==> config.mk <==
export PLATFORM = sky130hd
export DESIGN_NAME = sauria_addr_router
export DESIGN_NICKNAME = d
export VERILOG_FILES = /design/src/rtl/sauria_addr_router.sv
export SDC_FILE = /design/constraint.sdc
export NUM_CORES = 1
export LEC_CHECK = 0
export ABC_CLOCK_PERIOD_IN_PS = 3200
export CELL_PAD_IN_SITES_DETAIL_PLACEMENT = 1
export CELL_PAD_IN_SITES_GLOBAL_PLACEMENT = 2
export CORE_MARGIN = 5
export CORE_UTILIZATION = 30
export CTS_BUF_LIST = sky130_fd_sc_hd__clkbuf_2 sky130_fd_sc_hd__clkbuf_4 sky130_fd_sc_hd__clkbuf_8
export DETAILED_ROUTE_END_ITERATION = 8
export PLACE_DENSITY_LB_ADDON = 0.12
export SETUP_SLACK_MARGIN = 0.2
export SLEW_MARGIN = 10
export SYNTH_ARGS = -nofsm -noshare
export SYNTH_HDL_FRONTEND = slang
export SYNTH_SLANG_ARGS = --single-unit
==> constraint.sdc <==
create_clock -name clk_i -period 3.2 [get_ports clk_i]
set_clock_uncertainty 0.1 [all_clocks]
set_input_delay 0.64 -clock clk_i [delete_from_list [all_inputs] [get_ports clk_i]]
set_output_delay 0.64 -clock clk_i [all_outputs]
set_load 0.02 [all_outputs]
==> src/rtl/sauria_addr_router.sv <==
// Programmable region decoder and single-stage request router for SAURIA in Cheshire.
// Optional feature: define SAURIA_ROUTER_OFFSET_EN for region-relative forwarded addresses.
module sauria_addr_router #(
    parameter int unsigned                      NumRegions = 2,
    parameter int unsigned                      AddrWidth  = 64,
    parameter logic [NumRegions*AddrWidth-1:0] DefStart   = {64'h4500_0000, 64'h4000_0000},
    parameter logic [NumRegions*AddrWidth-1:0] DefEnd     = {64'h4F00_0000, 64'h4500_0000},
    // Derived from NumRegions; leave at its default.
    parameter int unsigned                      IdxWidth   = (NumRegions > 1) ? $clog2(NumRegions) : 1
) (
    input  logic                 clk_i,
    input  logic                 rst_ni,
    input  logic                 req_valid_i,
    output logic                 req_ready_o,
    input  logic [AddrWidth-1:0] req_addr_i,
    output logic                 mst_valid_o,
    input  logic                 mst_ready_i,
    output logic [AddrWidth-1:0] mst_addr_o,
    output logic [IdxWidth-1:0]  mst_idx_o,
    output logic                 mst_err_o,
    input  logic                 cfg_we_i,
    input  logic [3:0]           cfg_idx_i,
    input  logic                 cfg_sel_i,
    input  logic [AddrWidth-1:0] cfg_wdata_i,
    output logic [AddrWidth-1:0] cfg_rdata_o,
    output logic                 cfg_err_o,
    output logic [15:0]          err_cnt_o
);

    logic [AddrWidth-1:0] start_q [NumRegions];
    logic [AddrWidth-1:0] end_q   [NumRegions];

    logic                 mst_valid_q, mst_valid_d;
    logic [AddrWidth-1:0] mst_addr_q,  mst_addr_d;
    logic [IdxWidth-1:0]  mst_idx_q,   mst_idx_d;
    logic                 mst_err_q,   mst_err_d;
    logic                 cfg_err_q,   cfg_err_d;
    logic [15:0]          err_cnt_q,   err_cnt_d;

    logic                 hit;
    logic [IdxWidth-1:0]  hit_idx;
    logic [AddrWidth-1:0] fwd_addr;
    logic                 req_hs;
    logic                 cfg_idx_ok;

    assign req_ready_o = !mst_valid_q || mst_ready_i;
    assign req_hs      = req_valid_i && req_ready_o;
    assign cfg_idx_ok  = 32'(cfg_idx_i) < NumRegions;

    // Scan from the top so the lowest matching index is the one left standing.
    always_comb begin
        hit     = 1'b0;
        hit_idx = '0;
        for (int i = NumRegions - 1; i >= 0; i--) begin
            if ((start_q[i] < end_q[i]) && (req_addr_i >= start_q[i]) && (req_addr_i < end_q[i])) begin
                hit     = 1'b1;
                hit_idx = IdxWidth'(i);
            end
        end
    end

`ifdef SAURIA_ROUTER_OFFSET_EN
    logic [AddrWidth-1:0] hit_start;

    always_comb begin
        hit_start = '0;
        for (int i = 0; i < NumRegions; i++) begin
            if (hit_idx == IdxWidth'(i)) begin
                hit_start = start_q[i];
            end
        end
    end

    assign fwd_addr = hit ? (req_addr_i - hit_start) : req_addr_i;
`else
    assign fwd_addr = req_addr_i;
`endif

    always_comb begin
        cfg_rdata_o = '0;
        for (int i = 0; i < NumRegions; i++) begin
            if (cfg_idx_i == 4'(i)) begin
                cfg_rdata_o = cfg_sel_i ? end_q[i] : start_q[i];
            end
        end
    end

    always_ff @(posedge clk_i or negedge rst_ni) begin
        if (!rst_ni) begin
            for (int i = 0; i < NumRegions; i++) begin
                start_q[i] <= DefStart[i*AddrWidth +: AddrWidth];
                end_q[i]   <= DefEnd[i*AddrWidth +: AddrWidth];
            end
        end else if (cfg_we_i) begin
            for (int i = 0; i < NumRegions; i++) begin
                if (cfg_idx_i == 4'(i)) begin
                    if (cfg_sel_i) begin
                        end_q[i] <= cfg_wdata_i;
                    end else begin
                        start_q[i] <= cfg_wdata_i;
                    end
                end
            end
        end
    end

    // Payload only loads on an accepted request, so it holds while stalled.
    always_comb begin
        mst_valid_d = mst_valid_q;
        mst_addr_d  = mst_addr_q;
        mst_idx_d   = mst_idx_q;
        mst_err_d   = mst_err_q;
        err_cnt_d   = err_cnt_q;
        if (req_hs) begin
            mst_valid_d = 1'b1;
            mst_addr_d  = fwd_addr;
            mst_idx_d   = hit_idx;
            mst_err_d   = !hit;
            if (!hit && (err_cnt_q != 16'hFFFF)) begin
                err_cnt_d = err_cnt_q + 16'd1;
            end
        end else if (mst_ready_i) begin
            mst_valid_d = 1'b0;
        end
        cfg_err_d = cfg_we_i && !cfg_idx_ok;
    end

    always_ff @(posedge clk_i or negedge rst_ni) begin
        if (!rst_ni) begin
            mst_valid_q <= 1'b0;
            mst_addr_q  <= '0;
            mst_idx_q   <= '0;
            mst_err_q   <= 1'b0;
            cfg_err_q   <= 1'b0;
            err_cnt_q   <= '0;
        end else begin
            mst_valid_q <= mst_valid_d;
            mst_addr_q  <= mst_addr_d;
            mst_idx_q   <= mst_idx_d;
            mst_err_q   <= mst_err_d;
            cfg_err_q   <= cfg_err_d;
            err_cnt_q   <= err_cnt_d;
        end
    end

    assign mst_valid_o = mst_valid_q;
    assign mst_addr_o  = mst_addr_q;
    assign mst_idx_o   = mst_idx_q;
    assign mst_err_o   = mst_err_q;
    assign cfg_err_o   = cfg_err_q;
    assign err_cnt_o   = err_cnt_q;

endmodule

# ---- Word level (Yosys, flattened, before mapping)
# Index checks and enable logic that the tools add are counted.
dict set report classes {
  n_addsub 1
  magnitude_cmp 7
  eq_ne 2
  muxes 9
  n_bitwise 1
  n_reduce_logical 18
}
# operator n
set op_table {}
lappend op_table {{$lt 64x64->1} 4}
lappend op_table {{$mux 64} 4}
lappend op_table {{$ge 64x64->1} 2}
lappend op_table {{$add 16x1->16 const B} 1}
lappend op_table {{$ne 16x16->1 const B} 1}
lappend op_table {{$reduce_and 3->1} 4}
lappend op_table {{$logic_and 1x1->1} 7}
lappend op_table {{$mux 1} 5}
lappend op_table {{$eq 4x1->1 const B} 1}
lappend op_table {{$logic_not 4->1} 1}
lappend op_table {{$lt 4x2->1 const B} 1}
lappend op_table {{$logic_not 1->1} 3}
lappend op_table {{$reduce_and 2->1} 1}
lappend op_table {{$reduce_bool 2->1} 1}
lappend op_table {{$logic_or 1x1->1} 1}
lappend op_table {{$not 1->1} 1}
dict set report word_totals {
  register_bits 340
  output_inout_bits 149
  elab_cells 48
}

# ---- Logic depth before layout (Yosys ltp)
# Gate-level depths: netlist (run 1).
dict set report logic_depth {
  depth_word 8
  ltp_mapped 13
  mapped_depth_nobuf 12
}

# ---- Least setup slack after synthesis (run 1)
# OpenSTA, ideal clock, no wires.
dict set report synth_path {
  path_kind {input port to output port}
  from {in cfg_sel_i}
  to {out cfg_rdata_o[33]}
  arrival_ns 2.517
  required_ns 2.460
  slack_ns -0.057
  stages 5
  path_buffers 3
  path_cell_list {clkbuf_1 -> buf_1 -> buf_1 -> mux4_2 -> and2_1}
}
dict set report synth_between {
  elab_chain_cells 3
  elab_cells_between_ends 4
}
# element line
set synth_rtl {}
lappend synth_rtl {{start: declaration} 23} ;# input logic cfg_sel_i,
lappend synth_rtl {{$mux 64} 83} ;# cfg_rdata_o = cfg_sel_i ? end_q[i] : start_q[i];
lappend synth_rtl {{$mux 64} 82} ;# if (cfg_idx_i == 4'(i)) begin
lappend synth_rtl {{$mux 64 *} 82}
lappend synth_rtl {{end: declaration} 25} ;# output logic [AddrWidth-1:0] cfg_rdata_o,
# Every way passes the cells marked *; elsewhere a longest branch is shown, timed or not.

# ---- Worst setup path after layout (run 1)
dict set report layout_path {
  from {reg end_q[121] (netlist bit)}
  to {reg err_cnt_q[1] (netlist: err_cnt_o[1])}
}
dict set report layout_between {
  elab_chain_cells 7
  elab_cells_between_ends 8
}
# element line
set layout_rtl {}
lappend layout_rtl {{start: declaration} 31} ;# logic [AddrWidth-1:0] end_q [NumRegions];
lappend layout_rtl {{start signal: indexed assignment} 92} ;# end_q[i] <= DefEnd[i*AddrWidth +: AddrWidth];
lappend layout_rtl {{start signal: indexed assignment} 98} ;# end_q[i] <= cfg_wdata_i;
lappend layout_rtl {{$lt 64x64->1} 55} ;# if ((start_q[i] < end_q[i]) && (req_addr_i >= start_q[i]) && (req_addr_i < end_q[i])) begin
lappend layout_rtl {{$logic_and 1x1->1} 55}
lappend layout_rtl {{$logic_and 1x1->1 *} 55}
lappend layout_rtl {{$mux 1 *} 55}
lappend layout_rtl {{$logic_not 1->1 *} 119} ;# if (!hit && (err_cnt_q != 16'hFFFF)) begin
lappend layout_rtl {{$logic_and 1x1->1 *} 119}
lappend layout_rtl {{$reduce_and 2->1 (no line) *} -}
lappend layout_rtl {{end signal: assignment} 142} ;# err_cnt_q <= err_cnt_d;
lappend layout_rtl {{end: declaration} 38} ;# logic [15:0] err_cnt_q, err_cnt_d;
# Marked as above.
# A chain may end at the register's enable or synchronous reset.

==> results of run 1 <==
## flip-flops by register name, indices dropped and copies added (netlist names)
| register | count |
|---|---|
| end_q | 128 |
| err_cnt_o | 16 |
| mst_idx_o | 1 |
| mst_addr_o | 64 |
| start_q | 128 |
| mst_err_o | 1 |
| cfg_err_o | 1 |
| mst_valid_o | 1 |
## cell usage after synthesis (16+ instances only)
library cell	instances
ha_1	381
dfrtp_1	328
inv_1	256
mux2_2	256
nand2_1	159
a21oi_1	133
o21ai_0	120
and2_1	65
mux4_2	64
nand4_1	61
clkbuf_1	50
nor2_1	49
nand3_1	47
a21o_1	32
a211oi_1	21
and3_1	16
nor3_1	16
## logic make-up after synthesis
logic type,after synthesis,synth area share [%]
adder cells (fa/ha/maj),381,20.3
multiplexers,322,18.5
XOR/XNOR,14,0.521
AO/OA/AOI/OAI,360,8.99
flip-flops,340,36.2
buffers and inverters,320,5.14
AND/OR/NAND/NOR,470,10.3
## final cells by class
cell class                      count  area [sq um]  share of cell area [%]
Antenna cell                        4          10.0                  0.0307
Clock inverter                     10           113                   0.346
Multi-Input combinational cell   1547         14100                    43.4
Clock buffer                      114          1400                    4.30
Timing Repair Buffer              694          6110                    18.8
Inverter                          256           961                    2.95
Sequential cell                   340          8520                    26.2
Tap cell                         1040          1300                    4.00
## metal layers
layer,up-vias,GRT usage [%],share of wire [%]
li1,9415,-,-
met1,9998,27.5,46
met2,323,35.3,48
met3,123,3.58,3.7
met4,4,5.65,2.4
met5,-,0,0.024
## worst max-delay path: stages, from the launching register on
cell and delay [ns]:
dfrtp_1 0.38, inv_2 0.07, ha_4 0.26, nand4_1 0.20, buf_4 0.21, buf_4 0.12
buf_4 0.12, buf_4 0.12, buf_4 0.12, buf_4 0.12, buf_4 0.12, buf_4 0.12
nor2_1 0.09, o21bai_1 0.07, a31o_2 0.27, o2111ai_2 0.11, and2b_4 0.27, and2_4 0.17
mux2_4 0.29
## metrics by stage
step	area, sq um	hold WS (ns)	setup TNS (ns)
2_1_floorplan	23600	0.244	0
3_3_place_gp	30600	0.375	-22.25
3_5_place_dp	30600	0.373	-24.53
4_1_cts	32400	0.387	-3.87
5_1_grt	32500	0.239	-5.48
6_report	32600	0.261	-3.04
## where the power goes
part	total, mW	internal [mW]	switching [mW]
Combinational	7.67	3.85	3.82
Clock	5.01	2.92	2.10
Sequential	5.84	5.16	0.676
Total	18.5	11.9	6.59
## what timing repair did
action	CTS	global route
pin swaps	20	25
setup endpoints to repair	79	31
gates resized for setup	122	57
gates cloned	1	0
hold buffers	1	0
setup buffers	14	6
endpoints found under the hold margin	44	0
## how the worst max path moves through the flow
stage,from,to,slack [ns],depth (start not counted)
after floorplan,req_addr_i[45],err_cnt_o[1],0.21,11
after global placement,req_addr_i[33],err_cnt_o[1],-1.16,14
after detailed placement,req_addr_i[61],err_cnt_o[1],-1.13,14
after CTS,end_q[122],err_cnt_o[1],-0.30,12
after global routing,start_q[121],err_cnt_o[1],-0.40,11
final,end_q[121],err_cnt_o[1],-0.27,18
==> impl_results.md, run 1 <==
* Initial cell density of the core at a little under a third
* Port bufs at approximately 290
* Post-route ant nets at 0
* P_leak at roughly 15 nW
* Synthesized net count at between 2000 and 3000
* EDFF count, synth at 0
* Core Area at 0.0776 sq mm
* Seq cells post-synth at 340
* Most common cell after layout, fill and taps aside: buf_4
* PwrDens at 569 mW/mm^2
* Drt first pass iters at 5
* Pre-CTS setup slack at -1.13 ns
* Cell row count at 102
* Fin util at 42.0%
* Hold Path Sink: mst_addr_o[33]
* DR WL/cell at 22.1 microns
* Io pins at 287
* Top cell type by total area after synthesis: dfrtp_1
* Final period utilization at 108%
* Setup violators final at 17
* Rel. slew slack at 40.7%
* Die ar. at about 0.084 sq mm
* Vias per cell at 4.96
* CP required at about 3.6 ns
* GRT overflow at 0
* Max Clk Rate at 0.289 GHz
* Final WS setup at -0.266 ns
* Initial antenna violation count at 6
* Reg clk slew, reported paths at roughly 0.050 ns
* Worst setup path class: reg -> reg
* Min-Delay Startpoint: req_addr_i[33]
* First-pass GRT wire length at 138000 microns
* Tot Pwr at about 19 mW
* Syn Inst Count at 2207
* Crit Path Max Fanout at 6
* Min-Delay Path Depth at 2
* Total global-route track usage at 20.8%
* Drt total wl at ~90000 microns
* Non-Filler Instances at 4005
* Hold WC Path Type: in -> reg
* Placed insts at 3855
* FFs w/ async S/R, synth at 100%
* Synth area leaders: dfrtp_1, ha_1, mux2_2
* Num CTS Buffers at 69
* Final slew viol count at 0
* RePlAce Congestion at 0.868
* VDD IR max at 318 uV
* Syn Area/Cell at 10.7 sq um
* HPWL after DPL at 69800 microns
* Maxcap violations at 0
* Vias post-DR at 19863
* RSZ-0062 raised after global routing: true
* Register-to-Register Path Depth at 18
* Reg-to-Reg End: err_cnt_o[1]
* Die Wd at 290 microns
* CTS sink count at 340
* Final hold vios at 0
* Post-synthesis sequential area ratio at 36.2%
* Worst-Margin Slew at 0.890 ns
* Largest net degree at the start of global routing at 65
* Period minus WS final at 3.47 ns
* Synth Flop Type: dfrtp_1
* Vias in the first global route at 22473
* Die H at 290 microns
* Flop2flop setup slack at -0.27 ns
* Crit. End Element: flip-flop
* Bufs on Longest Clock Path at 3
* DRC at 0
* Worst Path Arrival at 3.88 ns
* Most frequent cells in the layout: buf_4, ha_1, dfrtp_1
* Final-stage net count at approximately 3400
* Fill count at just under 9000
* Netlist cell types at between 60 and 70
* Status: complete, but fails checks
* Startpoint Class: flip-flop
* R2R Path Start: end_q[121]
* Mapped Area at 0.0235 sq mm
* TritonCTS clock tree: built
* Layout cell share with drive strength beyond 1 at 32.0%
* Synth warn at 0
* Root Buffer: clkbuf_8
* Area growth from synthesis to layout at 38.4%
* Latest clock arrival within the worst-skew pair at roughly 0.64 ns
* DRT iter0 DRCs at just over 800
* Violated checks: negative setup slack
* Top-area cell type share of the netlist area at 34.9%
* H-tree Lvls at 3
Note: power is estimated with default switching activity, not from simulation.
==> inputs of run 2 (changes only) <==
--- a/config.mk
+++ b/config.mk
@@ -8,11 +8,12 @@
 export ABC_CLOCK_PERIOD_IN_PS = 3200
 export CELL_PAD_IN_SITES_DETAIL_PLACEMENT = 1
 export CELL_PAD_IN_SITES_GLOBAL_PLACEMENT = 2
-export CORE_MARGIN = 5
+export CORE_MARGIN = 2
 export CORE_UTILIZATION = 30
 export CTS_BUF_LIST = sky130_fd_sc_hd__clkbuf_2 sky130_fd_sc_hd__clkbuf_4 sky130_fd_sc_hd__clkbuf_8
 export DETAILED_ROUTE_END_ITERATION = 8
 export PLACE_DENSITY_LB_ADDON = 0.12
+export REMOVE_ABC_BUFFERS = 1
 export SETUP_SLACK_MARGIN = 0.2
 export SLEW_MARGIN = 10
 export SYNTH_ARGS = -nofsm -noshare
==> run 2 against run 1 <==
The run still ends with negative setup slack left. First-iteration DRC count is 18% lower. Critical path depth shrank 6. Global-route usage up 1.1 points. Critical path type unchanged. Critical endpoint unchanged.
==> impl_results.md, run 2 (synthesis results as in run 1) <==
* Crit. End Element: flip-flop
* Max Clk Rate at 0.292 GHz
* Logic pwr share at 42.3%
* Seq pwr share at 31.8%
* Core Area at between 0.07 and 0.08 sq mm
* Root Buffer: clkbuf_8
* Reg clk slew, reported paths at 0.06 ns
* Placed Area at 0.0308 sq mm
* GRT overflow at 0
* CTS sink count at 340
* Total global-route track usage at 21.9%
* Rel. slew slack at 48.4%
* Initial antenna violation count at 8
* Die Wd at 284 microns
* Sw frac at a little over a third
* Period minus WS final at 3.42 ns
* TritonCTS clock tree: built
* Cell row count at 102
* Area growth from synthesis to layout at 39.1%
* Fill count at 8693
* PwrDens at 562 mW/mm^2
* DRT iter0 DRCs at 671
* Final period utilization at 107%
* DRC at 0
* Flop2flop setup slack at -0.22 ns
* Final WS setup at -0.224 ns
* H-tree Lvls at 3
* Final-stage net count at ~3400
* Port bufs at 286
* Vias in the first global route at 22181
* Drt total wl at 88000 microns
* Worst setup path class: reg -> reg
* Clock power share at roughly a quarter
* P_leak at 15.6 nW
* FF+latch area at around 0.0085 sq mm
* Most common cell after layout, fill and taps aside: buf_4
* RSZ-0062 raised after global routing: true
* Initial cell density of the core at between 30 and 40%
* Worst-Margin Slew at 0.774 ns
* Drt first pass iters at 4
* Latest clock arrival within the worst-skew pair at 0.65 ns
* P_sw at between 6 and 7 mW
* Pre-CTS setup slack at -1.43 ns
* Final hold vios at 0
* First-pass GRT wire length at 135000 microns
* Non-Filler Instances at 4001
* Num CTS Buffers at 69
* Final Cell Area at 0.0327 sq mm
* Min-Delay Path Depth at 2
* Min-Delay Startpoint: req_addr_i[59]
* DR WL/cell at 22.0 microns
* Vias per cell at 4.92
* Crit Path Max Fanout at 4
* Reg-to-Reg End: err_cnt_o[1]
* HPWL after DPL at about 68000 microns
* Post-route ant nets at 0
* Setup violators final at 17
* Final slew viol count at 0
* Worst Path Arrival at 3.85 ns
* Bufs on Longest Clock Path at 3
* Largest net degree at the start of global routing at 75
* RePlAce Congestion at ~0.86
* Vias post-DR at 19674
* Area of the multi-input gates at ~0.014 sq mm
* Register-to-Register Path Depth at 12
* Int Power at 11.7 mW
* Hold Path Sink: mst_addr_o[59]
* CP required at 3.63 ns
* Io pins at 287
* Maxcap violations at 0
* Most frequent cells in the layout: buf_4, ha_1, dfrtp_1
* Status: complete, but fails checks
* Die H at 284 microns
* Startpoint Class: flip-flop
* R2R Path Start: start_q[125]
* Hold WC Path Type: in -> reg
* Placed insts at 3867
* Layout cell share with drive strength beyond 1 at 31.9%
* Violated checks: negative setup slack
* VDD IR max at 443 uV
* Die ar. at about 0.081 sq mm
-- run 2: cell types whose count changed in the layout (fill, tap and decap cells not counted), moves of 7 or more --
| cell | delta |
|---|---|
| buf_12 | +8 |
| clkbuf_2 | -10 |
| clkbuf_8 | -7 |
| clkdlybuf4s50_1 | -9 |
| clkinv_2 | +8 |
| dlygate4sd2_1 | +10 |
| dlymetal6s2s_1 | +8 |
-- run 2: layout make-up --
| cell class | instances | share of cell area [%] |
|---|---|---|
| multi-input cells | 1547 | 43.6 |
| clock buffers | 103 | 3.89 |
| clock inverters | 17 | 0.382 |
| inverters | 256 | 2.95 |
| diodes | 2 | 0.0153 |
| repair buffers | 696 | 19.2 |
| flip-flops and latches | 340 | 26.1 |
| well taps | 1040 | 3.98 |
-- run 2: how the worst max path moves through the flow --
stage | start | slack [ns] | to | cells after the start
finish | start_q[125] | -0.22 | err_cnt_o[1] | 12
global route | end_q[62] | -0.29 | err_cnt_o[1] | 13
global placement | req_addr_i[53] | -1.35 | err_cnt_o[14] | 14
detailed placement | req_addr_i[53] | -1.43 | err_cnt_o[14] | 14
floorplan | cfg_idx_i[3] | -6.38 | start_q[64] | 4
CTS | start_q[121] | -0.18 | err_cnt_o[1] | 11
-- run 2: critical path, cell delays in order (launching register included) --
cell and delay (ns):
dfrtp_2 0.40, buf_4 0.15, ha_4 0.26, nand4_1 0.16, and4bb_4 0.41, nand4_1 0.15, or4_4 0.51, nor4_4 0.19
a21oi_2 0.12, o2111ai_2 0.11, and2b_4 0.26, and2_4 0.17, mux2_4 0.29
-- run 2: repair_timing --
item | 4_1_cts | 5_1_grt
hold buffers | 1 | 0
buffers inserted | 6 | 4
cloned | 0 | 1
setup endpoints to repair | 79 | 30
resized for setup | 125 | 54
pin swaps | 28 | 23
hold endpoints to repair | 52 | 0
-- run 2: per-stage QoR --
| stage | power, mW | setup TNS (ns) | utilization, % | hold WS (ns) |
|---|---|---|---|---|
| floorplan | 9.60 | -911.26 | - | 0.244 |
| global placement | 13.2 | -23.66 | 39.7 | 0.380 |
| detailed placement | 13.5 | -24.98 | 39.7 | 0.378 |
| CTS | 18.6 | -2.09 | 41.8 | 0.332 |
| global route | 19.8 | -4.16 | 42.2 | 0.297 |
| finish | 18.4 | -2.53 | 42.2 | 0.326 |
-- run 2: routing by layer --
metal / vias up / track usage (%) / share of wire, %
li1: 9399 / - / -
met4: 10 / 5.62 / 2.4
met1: 9809 / 28.0 / 45
met3: 128 / 4.86 / 4.5
met5: - / 0 / 0.068
met2: 328 / 37.2 / 48
-- run 2: power by group through the flow --
stage | Clock [mW] | Sequential [mW] | Combinational [mW]
floorplan | 0 | 5.92 | 3.68
global placement | 0 | 5.86 | 7.38
detailed placement | 0 | 5.90 | 7.57
CTS | 4.99 | 5.85 | 7.75
global route | 5.17 | 5.96 | 8.69
finish | 4.77 | 5.84 | 7.77
